## src/rtl/spwm_leg_mux_if.sv

```systemverilog
// Gate-signal bus between the PWM/deadtime sources and the leg selector.
// master drives the sources and controls; slave is the selector returning the pin-side signals.
interface spwm_leg_mux_if #(
    parameter int N_LEGS = 3,
    parameter int N_SRC  = 2,
    parameter int SEL_W  = 1
);
    logic                      enable;
    logic [SEL_W-1:0]          mode_sel;
    logic [N_SRC*N_LEGS-1:0]   src_h;
    logic [N_SRC*N_LEGS-1:0]   src_l;
    logic                      fault_clr;
    logic [N_LEGS-1:0]         out_h;
    logic [N_LEGS-1:0]         out_l;
    logic [SEL_W-1:0]          active_mode;
    logic                      switching;
    logic                      fault;

    modport master (
        output enable, mode_sel, src_h, src_l, fault_clr,
        input  out_h, out_l, active_mode, switching, fault
    );

    modport slave (
        input  enable, mode_sel, src_h, src_l, fault_clr,
        output out_h, out_l, active_mode, switching, fault
    );
endinterface

```

## src/rtl/spwm_leg_mux.sv

```systemverilog
// Routes one of N_SRC SPWM sources onto N_LEGS half-bridge legs, with blanking on
// every mode change/enable, a per-leg shoot-through interlock and a sticky fault.
module spwm_leg_gate (
    input  logic clk,
    input  logic rst,
    input  logic pass_i,
    input  logic h_i,
    input  logic l_i,
    output logic ovl_o,
    output logic out_h_o,
    output logic out_l_o
);
    logic out_h_q, out_l_q;

    assign ovl_o = h_i & l_i;

    // An overlapping leg is driven low on the very edge the overlap is seen.
    always_ff @(posedge clk or posedge rst) begin
        if (rst) begin
            out_h_q <= 1'b0;
            out_l_q <= 1'b0;
        end else begin
            out_h_q <= pass_i & h_i & ~ovl_o;
            out_l_q <= pass_i & l_i & ~ovl_o;
        end
    end

    assign out_h_o = out_h_q;
    assign out_l_o = out_l_q;
endmodule

module spwm_leg_mux #(
    parameter int N_LEGS       = 3,
    parameter int N_SRC        = 2,
    parameter int SEL_W        = 1,
    parameter int BLANK_CYCLES = 100,
    parameter int CNT_W        = 16
) (
    input  logic clk,
    input  logic rst,
    spwm_leg_mux_if.slave bus
);
    typedef enum logic [1:0] {
        ST_OFF   = 2'd0,
        ST_BLANK = 2'd1,
        ST_RUN   = 2'd2
    } state_t;

    state_t                       state_q;
    logic [SEL_W-1:0]             target_q;
    logic [SEL_W-1:0]             active_q;
    logic [CNT_W-1:0]             cnt_q;
    logic                         switching_q;
    logic                         fault_q;

    logic [N_SRC-1:0][N_LEGS-1:0] src_h_a, src_l_a;
    logic [N_LEGS-1:0]            sel_h, sel_l, ovl;
    logic [N_LEGS-1:0]            out_h_w, out_l_w;
    logic                         sel_ok, run_hold, pass_en, ovl_any;

    assign src_h_a = bus.src_h;
    assign src_l_a = bus.src_l;

    // Out-of-range selects are ignored everywhere; the check vanishes when every code is a source.
    generate
        if ((1 << SEL_W) > N_SRC) begin : g_selchk
            assign sel_ok = (int'(bus.mode_sel) < N_SRC);
        end else begin : g_selall
            assign sel_ok = 1'b1;
        end
    endgenerate

    always_comb begin
        sel_h = '0;
        sel_l = '0;
        for (int s = 0; s < N_SRC; s++) begin
            if (active_q == SEL_W'(s)) begin
                sel_h = src_h_a[s];
                sel_l = src_l_a[s];
            end
        end
    end

    // Outputs pass only when RUN is kept on this edge; leaving RUN zeroes them on the same edge.
    assign run_hold = (state_q == ST_RUN) && bus.enable &&
                      !(sel_ok && (bus.mode_sel != active_q));
    assign pass_en  = run_hold && !fault_q;
    assign ovl_any  = (state_q == ST_RUN) && (|ovl);

    generate
        for (genvar g = 0; g < N_LEGS; g++) begin : g_leg
            spwm_leg_gate u_leg (
                .clk     (clk),
                .rst     (rst),
                .pass_i  (pass_en),
                .h_i     (sel_h[g]),
                .l_i     (sel_l[g]),
                .ovl_o   (ovl[g]),
                .out_h_o (out_h_w[g]),
                .out_l_o (out_l_w[g])
            );
        end
    endgenerate

    always_ff @(posedge clk or posedge rst) begin
        if (rst) begin
            state_q     <= ST_OFF;
            target_q    <= '0;
            active_q    <= '0;
            cnt_q       <= '0;
            switching_q <= 1'b1;
            fault_q     <= 1'b0;
        end else begin
            // A new overlap beats a simultaneous clear.
            if (ovl_any)            fault_q <= 1'b1;
            else if (bus.fault_clr) fault_q <= 1'b0;

            case (state_q)
                ST_OFF: begin
                    switching_q <= 1'b1;
                    if (bus.enable && sel_ok) begin
                        target_q <= bus.mode_sel;
                        cnt_q    <= '0;
                        state_q  <= ST_BLANK;
                    end
                end
                ST_BLANK: begin
                    cnt_q <= cnt_q + CNT_W'(1);
                    if (!bus.enable) begin
                        state_q <= ST_OFF;
                    end else if (sel_ok && (bus.mode_sel != target_q)) begin
                        target_q <= bus.mode_sel;
                        cnt_q    <= '0;
                    end else if (cnt_q == CNT_W'(BLANK_CYCLES - 1)) begin
                        active_q    <= target_q;
                        state_q     <= ST_RUN;
                        switching_q <= 1'b0;
                    end
                end
                ST_RUN: begin
                    if (!bus.enable) begin
                        state_q     <= ST_OFF;
                        switching_q <= 1'b1;
                    end else if (sel_ok && (bus.mode_sel != active_q)) begin
                        target_q    <= bus.mode_sel;
                        cnt_q       <= '0;
                        state_q     <= ST_BLANK;
                        switching_q <= 1'b1;
                    end
                end
                default: begin
                    state_q     <= ST_OFF;
                    switching_q <= 1'b1;
                end
            endcase
        end
    end

    assign bus.out_h       = out_h_w;
    assign bus.out_l       = out_l_w;
    assign bus.active_mode = active_q;
    assign bus.switching   = switching_q;
    assign bus.fault       = fault_q;
endmodule

```

## src/flat_wrapper.sv

```systemverilog
// flat-port wrapper written by rule: the top's interface ports become plain ports
module spwm_leg_mux_flat 
#(
    parameter int N_LEGS       = 3,
    parameter int N_SRC        = 2,
    parameter int SEL_W        = 1,
    parameter int BLANK_CYCLES = 100,
    parameter int CNT_W        = 16
)
  (clk, rst, bus_enable, bus_mode_sel, bus_src_h, bus_src_l, bus_fault_clr, bus_out_h, bus_out_l, bus_active_mode, bus_switching, bus_fault);
  spwm_leg_mux_if #(.N_LEGS(N_LEGS), .N_SRC(N_SRC), .SEL_W(SEL_W)) bus_i ();
  input  logic clk;
  input  logic rst;
  input wire logic [$bits(bus_i.enable)-1:0] bus_enable;
  input wire logic [$bits(bus_i.mode_sel)-1:0] bus_mode_sel;
  input wire logic [$bits(bus_i.src_h)-1:0] bus_src_h;
  input wire logic [$bits(bus_i.src_l)-1:0] bus_src_l;
  input wire logic [$bits(bus_i.fault_clr)-1:0] bus_fault_clr;
  output wire logic [$bits(bus_i.out_h)-1:0] bus_out_h;
  output wire logic [$bits(bus_i.out_l)-1:0] bus_out_l;
  output wire logic [$bits(bus_i.active_mode)-1:0] bus_active_mode;
  output wire logic [$bits(bus_i.switching)-1:0] bus_switching;
  output wire logic [$bits(bus_i.fault)-1:0] bus_fault;
  assign bus_i.enable = bus_enable;
  assign bus_i.mode_sel = bus_mode_sel;
  assign bus_i.src_h = bus_src_h;
  assign bus_i.src_l = bus_src_l;
  assign bus_i.fault_clr = bus_fault_clr;
  assign bus_out_h = bus_i.out_h;
  assign bus_out_l = bus_i.out_l;
  assign bus_active_mode = bus_i.active_mode;
  assign bus_switching = bus_i.switching;
  assign bus_fault = bus_i.fault;
  spwm_leg_mux #(.N_LEGS(N_LEGS), .N_SRC(N_SRC), .SEL_W(SEL_W), .BLANK_CYCLES(BLANK_CYCLES), .CNT_W(CNT_W)) u_core (.clk(clk), .rst(rst), .bus(bus_i));
endmodule
```

## config.mk

```make
export PLATFORM = sky130hd
export DESIGN_NAME = spwm_leg_mux_flat
export DESIGN_NICKNAME = d
export VERILOG_FILES = /design/src/rtl/spwm_leg_mux_if.sv /design/src/rtl/spwm_leg_mux.sv /design/src/flat_wrapper.sv
export SDC_FILE = /design/constraint.sdc
export NUM_CORES = 1
export LEC_CHECK = 0
export BUFFER_PORTS_ARGS = -buffer_cell sky130_fd_sc_hd__buf_2
export CAP_MARGIN = 15
export CORE_UTILIZATION = 30
export CTS_BUF_LIST = sky130_fd_sc_hd__clkbuf_8
export CTS_CLUSTER_DIAMETER = 100
export DETAILED_ROUTE_END_ITERATION = 7
export SLEW_MARGIN = 15
export SYNTH_ARGS = -nofsm -noshare
export SYNTH_HDL_FRONTEND = slang
export SYNTH_HIERARCHICAL = 1
export SYNTH_SLANG_ARGS = --single-unit
```

## constraint.sdc

```tcl
create_clock -name clk -period 2.3 [get_ports clk]
set_input_delay 0.345 -clock clk [delete_from_list [all_inputs] [get_ports clk]]
set_output_delay 0.345 -clock clk [all_outputs]
set_load 0.02 [all_outputs]
```

=== Word-level counts from Yosys, hierarchy flattened ===
Index checks and enable logic that the tools add are counted.

* Multiplexer cells: 29
* Add/subtract/negate cells: 1
* Equal/unequal tests: 15
* Reductions and logical operators: 15
* Bitwise gates (word level): 19

{| class="wikitable"
|+ Operators with widths
! operator !! number
|-
| two-way mux 16 bit || 5
|-
| case mux 16 bit (3 select lines) || 1
|-
| adder 16 x 1 -> 16 bit, second input constant || 1
|-
| equality test 16 x 7 -> 1 bit, second input constant || 1
|-
| AND reduction 4 bit || 4
|-
| AND 1 bit || 15
|-
| two-way mux 1 bit || 12
|-
| two-way mux 2 bit || 6
|-
| inequality test 2 bit, second input constant || 4
|-
| two-way mux 3 bit || 2
|-
| inequality test 2 x 1 -> 1 bit, second input constant || 3
|-
| inequality test 3 x 2 -> 1 bit, second input constant || 2
|-
| case mux 2 bit (3 select lines) || 1
|-
| AND reduction 6 bit || 1
|-
| logical AND 1 bit || 4
|-
| inverter 1 bit || 4
|-
| inequality test 3 bit, second input constant || 1
|-
| case mux 1 bit (3 select lines) || 1
|-
| nonzero test 3 bit || 1
|-
| OR reduction 3 bit || 1
|-
| equality test 2 x 1 -> 1 bit, second input constant || 1
|-
| equality test 2 bit, second input constant || 1
|-
| logical NOT 1 bit || 2
|-
| logical NOT 2 bit || 1
|-
| 3 further kinds || 4
|}

* Bits in registers: 28
* Output and inout bits: 9
* Bits of input ports: 17

=== Depth between registers and ports, before layout ===
Gate-level depths: netlist (run 1).

* Word-level depth: 6
* Mapped depth: 6

=== Hierarchy ===
The synthesis (run 1) kept the hierarchy.

{| class="wikitable"
|+ By module, submodules not included
! module !! area each (um^2) !! sequential area each (um^2) !! cells an instance !! times used
|-
| spwm_leg_mux || 1,363.8 || 551.8 || 143 || 1
|-
| spwm_leg_gate || 78.8 || 50.0 || 6 || 3
|}

=== Worst setup path before layout (run 1) ===
No wires, ideal clock.

* Path kind: register to register
* From: register u_core.cnt_q[8]
* To: register u_core.active_q (netlist: u_core/bus.active_mode)
* Setup slack: 0.542 ns
* Arrival: 1.630 ns
* Cell stages (with the launch flop): 5
* Cell sequence: dfrtp_1 > or4_4 > nor4_4 > nand3_1 > mux2_1

* Word-level cells in the longest chain between the ends: 2

{| class="wikitable"
|+ RTL lines
! element !! line !! source
|-
| from (decl) || spwm_leg_mux.sv:52 || <nowiki>logic [CNT_W-1:0] cnt_q;</nowiki>
|-
| from (signal assigned) || spwm_leg_mux.sv:128 || <nowiki>cnt_q <= cnt_q + CNT_W'(1);</nowiki>
|-
| equality test 16 x 7 -> 1 bit || spwm_leg_mux.sv:134 || <nowiki>end else if (cnt_q == CNT_W'(BLANK_CYCLES - 1)) begin</nowiki>
|-
| AND reduction 4 bit (no source line) || - ||
|-
| to (signal assigned) || spwm_leg_mux.sv:135 || <nowiki>active_q <= target_q;</nowiki>
|-
| to (decl) || spwm_leg_mux.sv:51 || <nowiki>logic [SEL_W-1:0] active_q;</nowiki>
|}

Every way passes these cells.
A chain may end at the register's enable or synchronous reset.

=== Worst setup path in the final report (run 1) ===
Ends and elaborated chain as after synthesis.

==> results by group, run 1 <==
Yosys
  • Biggest area contributors in the synthesized netlist: dfrtp_1, mux2_2, and3b_1
  • Yosys top cell by area: dfrtp_1
  • Most used flip-flop cell after synthesis: dfrtp_1
  • Number of nets in the synthesized netlist: 179
  • Post-Synthesis Cell Area: 0.001600 mm²
  • Post-synthesis instance total: 161
  • Top cell type's share of synthesized area: 42.22%
  • Synth Warn #: 6
  • Fraction of registers with async set or reset after synthesis: 100.0%
  • Per-instance average area after synthesis: 9.940 µm²
  • Sequential area share after synthesis: 43.86%
  • Count of flip-flops with a built-in enable after synthesis: 0
  • #FFs+latches synth: 28
  • Number of distinct library cell variants in the gate-level netlist after synthesis: 44

Clock network
  • TritonCTS clock tree: done
  • # Post-CTS Setup Buffers: 0
  • PostCTS Resize Cnt: 0
  • H-tree Lvls: 1
  • Clock latency at the later pin of the worst-skew pair: 0.28 ns
  • CTS Buffer Depth: 2
  • Hold Buf Count CTS: 1
  • Library cell used as clock root buffer: clkbuf_8
  • Clock slew at reported path FFs: 0.10 ns
  • TritonCTS sink count: 28
  • TritonCTS buffer count: 3

Die
  • Number of ports placed on the die boundary: 26
  • Die extent in y: 75.04 µm
  • Die outline area: 0.005630 mm²
  • Site row count: 26
  • Area of the core region: 0.005107 mm²
  • Die X: 75.04 µm
  • Starting utilization of the core area: 31.33%

Timing
  • Clock Skews: 0.01495 ns
  • Max frequency: 0.5310 GHz
  • Final cycle utilization of the critical path: 81.88%
  • Unrepaired setup endpoints after global routing: false
  • Worst-margin pin slew: 0.4279 ns
  • Setup-violating endpoint count in the final report: 0
  • Setup TNS: 0 ns
  • Worst-case headroom to the max-slew limit: 71.47%
  • Total count of max-transition violations in the final report: 0
  • Final number of hold-violating endpoints: 0
  • Tmin final: 1.883 ns

Layout
  • Filler Cells Inserted: 486
  • NumNets Final: 211
  • Most common cell after layout, fill and taps aside: dfrtp_1
  • Signed area change from the synthesized netlist to the final layout: 19.70%
  • Share of post-route cells with drive strength above 1: 27.08%
  • Number of diodes added for antenna fixing: 0
  • Post-Layout Cell Count: 262
  • Most frequent cells in the layout: dfrtp_1, buf_2, nand2_1, a21oi_1, o21ai_0

Critical path
  • Category of the worst setup path capture point: flip-flop
  • R2R setup slack: 0.42 ns
  • Worst-path fanout max: 6
  • Register-to-Register Path Depth: 4
  • Worst EP required: 2.47 ns
  • RR Endpoint: u_core/bus.active_mode
  • Arrival time reported for the critical path endpoint: 2.05 ns
  • Type of the setup path with the least slack: flip-flop to flip-flop
  • Startpoint of the worst-slack reg-to-reg timing path: u_core/cnt_q[8]
  • Crit path launch type: flip-flop

Min path
  • Number of cells on the worst hold path: 2
  • Type of the worst min-delay path: input pin to flip-flop
  • Worst Hold Launch: bus_fault_clr
  • Hold EP: u_core/bus.fault

GRT
  • Residual overflow from global routing: 0
  • Overall routing resource usage: 13.90%
  • Maximum number of pins on one net before global-route repair: 23
  • Antenna violations before repair: 0
  • Global-route wire length before repair: 5975 µm
  • Via count of the first global-routing pass: 1,289

Placement
  • Count of input and output buffers: 25
  • Gp weighted congestion: 0.8134
  • Placed cell count: 257
  • HPWL reported at the end of detailed placement: 2660 µm

Route
  • Routed wire length: 3588 µm
  • Number of remaining DRC errors: 0
  • Number of search-and-repair iterations in the first detailed-routing pass: 6
  • Number of vias per cell after detailed routing: 5.351
  • Iter 0 DRT Violations: 139
  • ANT nets after route: 0
  • Vias: 1,402
  • Routed WL per cell: 13.69 µm

Power
  • Switching share of power: 23.00%
  • Combinational fraction of design power: 11.9%
  • Internal power summed over all cells: 0.7904 mW
  • Switching Power: 0.2361 mW
  • Power per Cell Area: 535.9 mW/mm²
  • Clock Power Share: 37.4%
  • Max IR drop VDD: 0.0002176 V
  • Flop pwr share: 50.7%
  • P_leak: 0.8478 nW

Status
  • Result of the run: completed

Flow run
  • Maxcap violations: 0
-- metal layers --
layer / share of wire [%] / wire, µm / vias up / global-route usage [%]
li1: - / - / 662 / -
met1: 46 / 1660 / 684 / 19.47
met2: 48 / 1714 / 54 / 22.32
met3: 5.3 / 189 / 2 / 1.473
met4: 0.64 / 23 / 0 / 4.822
met5: 0 / 0 / - / 0
-- worst max-delay path by stage --
| stage | startpoint | to | slack, ns | cells past startpoint |
|---|---|---|---|---|
| after global routing | u_core/bus.active_mode | u_core/target_q | 0.34 | 4 |
| final | u_core/cnt_q[8] | u_core/bus.active_mode | 0.42 | 4 |
| after floorplan | u_core/cnt_q[8] | u_core/bus.active_mode | 0.54 | 4 |
| after CTS | u_core/cnt_q[8] | u_core/bus.active_mode | 0.43 | 4 |
| after detailed placement | u_core/cnt_q[8] | u_core/bus.active_mode | 0.44 | 4 |
| after global placement | u_core/cnt_q[8] | u_core/bus.active_mode | 0.48 | 4 |
-- power groups by stage --
stage / registers (mW) / logic [mW] / clock network (mW)
2_1_floorplan: 0.526 / 0.0812 / 0
3_3_place_gp: 0.529 / 0.121 / 0
3_5_place_dp: 0.530 / 0.122 / 0
4_1_cts: 0.520 / 0.123 / 0.398
5_1_grt: 0.522 / 0.137 / 0.413
6_report: 0.520 / 0.123 / 0.384
-- cells by family (layout without fill, tap and decap cells) --
family / after synthesis / in the layout / share of synthesized area [%]
buffers and inverters: 12 / 43 / 2.893
AOI/OAI and AO/OA: 40 / 40 / 17.36
and+or+nand+nor: 68 / 68 / 26.35
xor gates and xnor gates: 4 / 4 / 3.128
adders and majority gates: 1 / 1 / 0.7817
DFF: 28 / 28 / 43.86
muxes: 8 / 8 / 5.629
-- state kept, by name (all words and copies together), names as in the netlist --
signal and cells:
u_core/target_q 1, u_core/bus.fault 1, u_core/bus.switching 1, u_core/g_leg.u_leg/out_h_o 3, u_core/bus.active_mode 1, u_core/g_leg.u_leg/out_l_o 3
u_core/state_q 2, u_core/cnt_q 16
-- final cells by class --
class	count	area [µm²]	area share (%)
timing repair buffer	31	172.7	9.014
clock inverter	1	30.03	1.568
sequential	28	701.9	36.64
multi-input combinational	121	852.1	44.48
inverter	8	30.03	1.568
clock buffer	3	41.29	2.155
tap	70	87.58	4.572
-- per-stage QoR --
step | hold WS, ns | total power [mW] | setup WS (ns) | instance area, µm² | utilization [%]
6_report | 0.2570 | 1.027 | 0.4167 | 1916 | 37.51
3_5_place_dp | 0.2392 | 0.6516 | 0.4409 | 1834 | 35.91
2_1_floorplan | 0.08618 | 0.6067 | 0.5421 | 1600 | -
5_1_grt | 0.2651 | 1.072 | 0.3399 | 1916 | 37.51
3_3_place_gp | 0.2384 | 0.6505 | 0.4786 | 1834 | 35.91
4_1_cts | 0.2555 | 1.041 | 0.4256 | 1916 | 37.51
-- critical path, stage by stage (launching register included) --
cell and delay, ns:
dfrtp_1 0.45, or4_4 0.56, nor4_4 0.31, nand3_1 0.13, mux2_1 0.33
-- cell usage after synthesis (all sizes together), types with 4 or more instances --
| cell type | instances |
|---|---|
| dfrtp | 27 |
| a21oi | 10 |
| nand2 | 10 |
| nor2 | 9 |
| o21ai | 9 |
| inv | 8 |
| mux2 | 8 |
| nand3 | 8 |
| and3b | 6 |
| nor3 | 6 |
| or4 | 6 |
| a21o | 4 |
| a22o | 4 |
| nand4 | 4 |
| o31ai | 4 |
(Power assumes the default switching activity.)
==> run 2: changes to the inputs <==
Clock period 2.3 ns to 1.8 ns, I/O delays scaled along.
==> results by group, run 2 (same netlist as run 1, synthesis figures left out) <==
Timing
  • Unrepaired setup endpoints after global routing: true
  • Final cycle utilization of the critical path: 95.07%
  • Final number of hold-violating endpoints: 0
  • Total count of max-transition violations in the final report: 0
  • Worst-margin pin slew: 0.4407 ns
  • Worst-case headroom to the max-slew limit: 70.48%
  • Setup-violating endpoint count in the final report: 0
  • Clock Skews: 0.008633 ns
  • Max frequency: 0.5843 GHz
  • Tmin final: 1.711 ns

Layout
  • Max FFs per register: 16
  • Area of combinational cells with multiple inputs: 860.8 µm²
  • NumNets Final: 225
  • Register with the most flip-flops: u_core/cnt_q
  • Signed area change from the synthesized netlist to the final layout: 25.80%
  • Filler Cells Inserted: 514
  • Final cell utilization of the core: 39.42%
  • Most frequent cells in the layout: dfrtp_1, buf_2, buf_4
  • Post-Layout Cell Count: 276
  • Share of post-route cells with drive strength above 1: 33.01%
  • Number of diodes added for antenna fixing: 0
  • Most common cell after layout, fill and taps aside: dfrtp_1
  • Register cell area after layout: 701.9 µm²

Clock network
  • # Post-CTS Setup Buffers: 0
  • Library cell used as clock root buffer: clkbuf_8
  • TritonCTS buffer count: 3
  • CTS Buffer Depth: 2
  • TritonCTS sink count: 28
  • Clock slew at reported path FFs: 0.10 ns
  • TritonCTS clock tree: done
  • Clock latency at the later pin of the worst-skew pair: 0.27 ns
  • H-tree Lvls: 1

Critical path
  • Crit path launch type: flip-flop
  • Arrival time reported for the critical path endpoint: 1.87 ns
  • Critical-path cell list: or4_4 -> nor4_4 -> nand3_1 -> mux2_1
  • Cell class contributing the biggest share of worst-path delay: simple AND/OR/NAND/NOR gates
  • Category of the worst setup path capture point: flip-flop
  • R2R setup slack: 0.09 ns
  • Buffering stage count on the worst path with inverters included: 0
  • Worst-path fanout max: 2
  • Worst EP required: 1.96 ns
  • Highest-delay cell along the critical path: or4_4
  • Cell count along the critical path: 4
  • Type of the setup path with the least slack: flip-flop to flip-flop
  • Largest stage delay on the critical path: 0.55 ns
  • Register-to-Register Path Depth: 4

Placement
  • Gp weighted congestion: 0.7986
  • Count of input and output buffers: 25
  • HPWL reported at the end of detailed placement: 2855 µm
  • Placed cell count: 271

Route
  • Number of search-and-repair iterations in the first detailed-routing pass: 4
  • Routed WL per cell: 13.82 µm
  • Sum of routed wire segments on met1: 1884 µm
  • Uppermost layer routed: met3
  • Routed wire length: 3815 µm
  • Vias: 1,380
  • Wire length on met3: 56 µm
  • Number of vias per cell after detailed routing: 5.000
  • Length of routed met2 wiring: 1875 µm
  • ANT nets after route: 0
  • Number of remaining DRC errors: 0
  • Iter 0 DRT Violations: 117

Die
  • Die extent in y: 75.04 µm
  • Site row count: 26
  • Die outline area: 0.005630 mm²
  • Starting utilization of the core area: 31.33%
  • Area of the core region: 0.005107 mm²
  • Die X: 75.04 µm
  • Number of ports placed on the die boundary: 26

Power
  • Clock Power Share: 31.4%
  • Combinational fraction of design power: 14.9%
  • Internal power summed over all cells: 0.9241 mW
  • Switching share of power: 25.17%
  • Switching Power: 0.3108 mW
  • Flop pwr share: 53.7%
  • Power per Cell Area: 613.4 mW/mm²
  • Max IR drop VDD: 0.0002724 V
  • P_leak: 0.9140 nW

GRT
  • Maximum number of pins on one net before global-route repair: 23
  • Antenna violations before repair: 0
  • Global-route wire length before repair: 6334 µm
  • Residual overflow from global routing: 0
  • Overall routing resource usage: 14.75%
  • Via count of the first global-routing pass: 1,315

Status
  • Result of the run: completed

Min path
  • Number of cells on the worst hold path: 2
  • Type of the worst min-delay path: input pin to flip-flop

Flow run
  • Maxcap violations: 0
-- run 2: power by group through the flow --
stage | Clock [mW] | Combinational (mW) | Sequential [mW]
floorplan | 0 | 0.104 | 0.672
global placement | 0 | 0.179 | 0.674
detailed placement | 0 | 0.180 | 0.674
CTS | 0.398 | 0.182 | 0.662
global route | 0.422 | 0.203 | 0.664
finish | 0.388 | 0.184 | 0.663
-- run 2: cell type report --
class | count | area share, %
multi-input combinational | 121 | 42.76
sequential | 28 | 34.87
timing repair buffer | 45 | 13.80
tap | 70 | 4.351
clock buffer | 4 | 2.735
inverter | 8 | 1.492
-- run 2: path summary, 6_finish.rpt --
kind / from / to
min in group asynchronous: rst / u_core/g_leg[2].u_leg/out_h_o
min reg2reg: u_core/cnt_q[15] / u_core/cnt_q[15]
max: u_core/cnt_q[8] / u_core/bus.active_mode
min: bus_fault_clr / u_core/bus.fault
max in group asynchronous: rst / u_core/bus.switching
max reg2reg: u_core/cnt_q[8] / u_core/bus.active_mode
-- run 2: stage by stage --
stage | TNS (ns) | instance area (µm²) | hold WS (ns) | worst slack [ns] | power (mW)
6_report | 0 | 2013 | 0.1740 | 0.08868 | 1.235
5_1_grt | -0.0003872 | 2013 | 0.1670 | -0.0003872 | 1.289
4_1_cts | 0 | 2004 | 0.1742 | 0.03805 | 1.243
3_5_place_dp | 0 | 1939 | 0.1665 | 0.06214 | 0.8547
3_3_place_gp | 0 | 1939 | 0.1635 | 0.09476 | 0.8537
2_1_floorplan | 0 | 1600 | 0.01118 | 0.04210 | 0.7753
-- run 2: repair_timing --
| action | 4_1_cts | 5_1_grt |
|---|---|---|
| hold endpoints to repair | 6 | 0 |
| hold buffers | 1 | 0 |
| setup endpoints to repair | 0 | 3 |
| gates resized for setup | 0 | 2 |
-- run 2: metal layers --
metal | GRT usage [%] | vias to the layer above
met5 | 0 | -
met4 | 3.983 | 0
met3 | 0.5355 | 0
met2 | 23.92 | 22
met1 | 21.57 | 669
li1 | - | 689
==> run 3: changes to the inputs <==
Settings changed: CORE_UTILIZATION 30 to 58, PLACE_DENSITY set to 0.82.
==> results by group, run 3 (same netlist as run 1, synthesis figures left out) <==
Power
  • Sum of internal, switching and leakage power: 1.237 mW
  • Internal power summed over all cells: 0.9203 mW
  • Combinational fraction of design power: 14.5%
  • Switching Power: 0.3166 mW
  • P_leak: 0.9056 nW
  • Switching share of power: 25.60%
  • Flop pwr share: 53.5%
  • Clock Power Share: 31.9%
  • Max IR drop VDD: 0.0005840 V
  • Power per Cell Area: 633.7 mW/mm²

Critical path
  • R2R setup slack: 0.04 ns
  • Worst EP required: 1.97 ns
  • Startpoint of the worst-slack reg-to-reg timing path: u_core/cnt_q[8]
  • Register-to-Register Path Depth: 4
  • End point of the critical path: u_core/bus.active_mode
  • Worst-path fanout max: 4
  • Arrival time reported for the critical path endpoint: 1.93 ns
  • Type of the setup path with the least slack: flip-flop to flip-flop
  • Category of the worst setup path capture point: flip-flop
  • RR Endpoint: u_core/bus.active_mode
  • Crit path launch type: flip-flop
  • Critical path origin: u_core/cnt_q[8]

Route
  • Vias: 1,462
  • Routed wire length: 3936 µm
  • Routed WL per cell: 16.82 µm
  • Number of search-and-repair iterations in the first detailed-routing pass: 4
  • Iter 0 DRT Violations: 52
  • Number of vias per cell after detailed routing: 6.248
  • Number of remaining DRC errors: 0
  • ANT nets after route: 0

Placement
  • HPWL reported at the end of detailed placement: 2966 µm
  • Gp weighted congestion: 0.8766
  • Placed cell count: 229
  • Count of input and output buffers: 25

Die
  • Die X: 54.53 µm
  • Die extent in y: 54.53 µm
  • Number of ports placed on the die boundary: 26
  • Site row count: 18
  • Starting utilization of the core area: 62.88%
  • Die outline area: 0.002973 mm²
  • Area of the core region: 0.002545 mm²

Min path
  • Worst Hold Launch: bus_fault_clr
  • Type of the worst min-delay path: input pin to flip-flop

Clock network
  • Clock slew at reported path FFs: 0.09 ns
  • Library cell used as clock root buffer: clkbuf_8
  • Clock latency at the later pin of the worst-skew pair: 0.28 ns
  • TritonCTS buffer count: 3
  • # Post-CTS Setup Buffers: 0
  • TritonCTS sink count: 28
  • H-tree Lvls: 1
  • CTS Buffer Depth: 2
  • TritonCTS clock tree: done

GRT
  • M2 GR Usage: 49.80%
  • GRT met3 Usage: 3.611%
  • Most crowded layer after global routing: met2
  • Via count of the first global-routing pass: 1,406
  • Antenna violations before repair: 0
  • Residual overflow from global routing: 0
  • Routing usage on met1: 41.02%
  • Maximum number of pins on one net before global-route repair: 16
  • Global-route wire length before repair: 6368 µm
  • Overall routing resource usage: 30.79%

Timing
  • Final number of hold-violating endpoints: 0
  • Total count of max-transition violations in the final report: 0
  • Setup TNS: 0 ns
  • Final cycle utilization of the critical path: 97.54%
  • Setup-violating endpoint count in the final report: 0
  • Tmin final: 1.756 ns
  • Worst-case headroom to the max-slew limit: 73.24%
  • Unrepaired setup endpoints after global routing: true
  • Clock Skews: 0.005166 ns
  • Worst-margin pin slew: 0.3995 ns
  • Max frequency: 0.5696 GHz

Flow run
  • Maxcap violations: 0

Layout
  • Most common cell after layout, fill and taps aside: dfrtp_1
  • Filler Cells Inserted: 174
  • Post-Layout Cell Count: 234
  • Final cell utilization of the core: 76.70%
  • NumNets Final: 223
  • Number of diodes added for antenna fixing: 0
  • Signed area change from the synthesized netlist to the final layout: 21.97%
  • Most frequent cells in the layout: dfrtp_1, buf_2, buf_4
  • Share of post-route cells with drive strength above 1: 32.84%
  • Max FFs per register: 16
  • Register with the most flip-flops: u_core/cnt_q

Status
  • Result of the run: completed
run 3: power groups by stage:
stage | logic [mW] | registers [mW] | clock network [mW]
after global placement | 0.165 | 0.673 | 0
after detailed placement | 0.172 | 0.674 | 0
after global routing | 0.200 | 0.666 | 0.421
after floorplan | 0.104 | 0.672 | 0
final | 0.180 | 0.662 | 0.395
after CTS | 0.176 | 0.662 | 0.402
run 3: final cells by class:
type	count	area [µm²]	area share (%)
inverter	8	30.03	1.538
multi-input combinational	121	864.6	44.29
sequential	28	701.9	35.96
tap	30	37.54	1.923
timing repair buffer	43	262.8	13.46
clock buffer	4	55.05	2.821
run 3: how the worst min path moves through the flow:
stage | slack, ns | depth (start not counted) | to
finish | 0.16 | 2 | u_core/bus.fault
global route | 0.16 | 2 | u_core/bus.fault
CTS | 0.15 | 2 | u_core/bus.fault
detailed placement | 0.16 | 2 | u_core/g_leg[1].u_leg/out_l_o
global placement | 0.15 | 2 | u_core/g_leg[0].u_leg/out_l_o
floorplan | 0.01 | 1 | u_core/g_leg[0].u_leg/out_h_o
run 3: critical path, stage by stage (launching register included):
cell and delay [ns]:
dfrtp_1 0.40, or4_4 0.56, nor4_4 0.22, nand3_1 0.13, mux2_1 0.33
run 3: through the flow:
stage	cell area, µm²	hold WS, ns	setup slack [ns]
after floorplan	1600	0.01118	0.04210
after global placement	1874	0.1520	0.06637
after detailed placement	1874	0.1588	0.01735
after CTS	1939	0.1527	0.02872
after global routing	1952	0.1639	-0.003000
final	1952	0.1557	0.04429
run 3: routing by layer:
metal | vias up | wire, µm
met3 | 8 | 195
met5 | - | 0
met1 | 715 | 1697
met2 | 52 | 1967
li1 | 687 | -
met4 | 0 | 76
run 3: repair_timing:
| item | in CTS | in global routing |
|---|---|---|
| hold endpoints to repair | 13 | 0 |
| setup endpoints to repair | 1 | 3 |
| gates resized for setup | 0 | 3 |
| pin swaps | 1 | 0 |
| hold buffers | 1 | 0 |
| gates cloned | 0 | 0 |
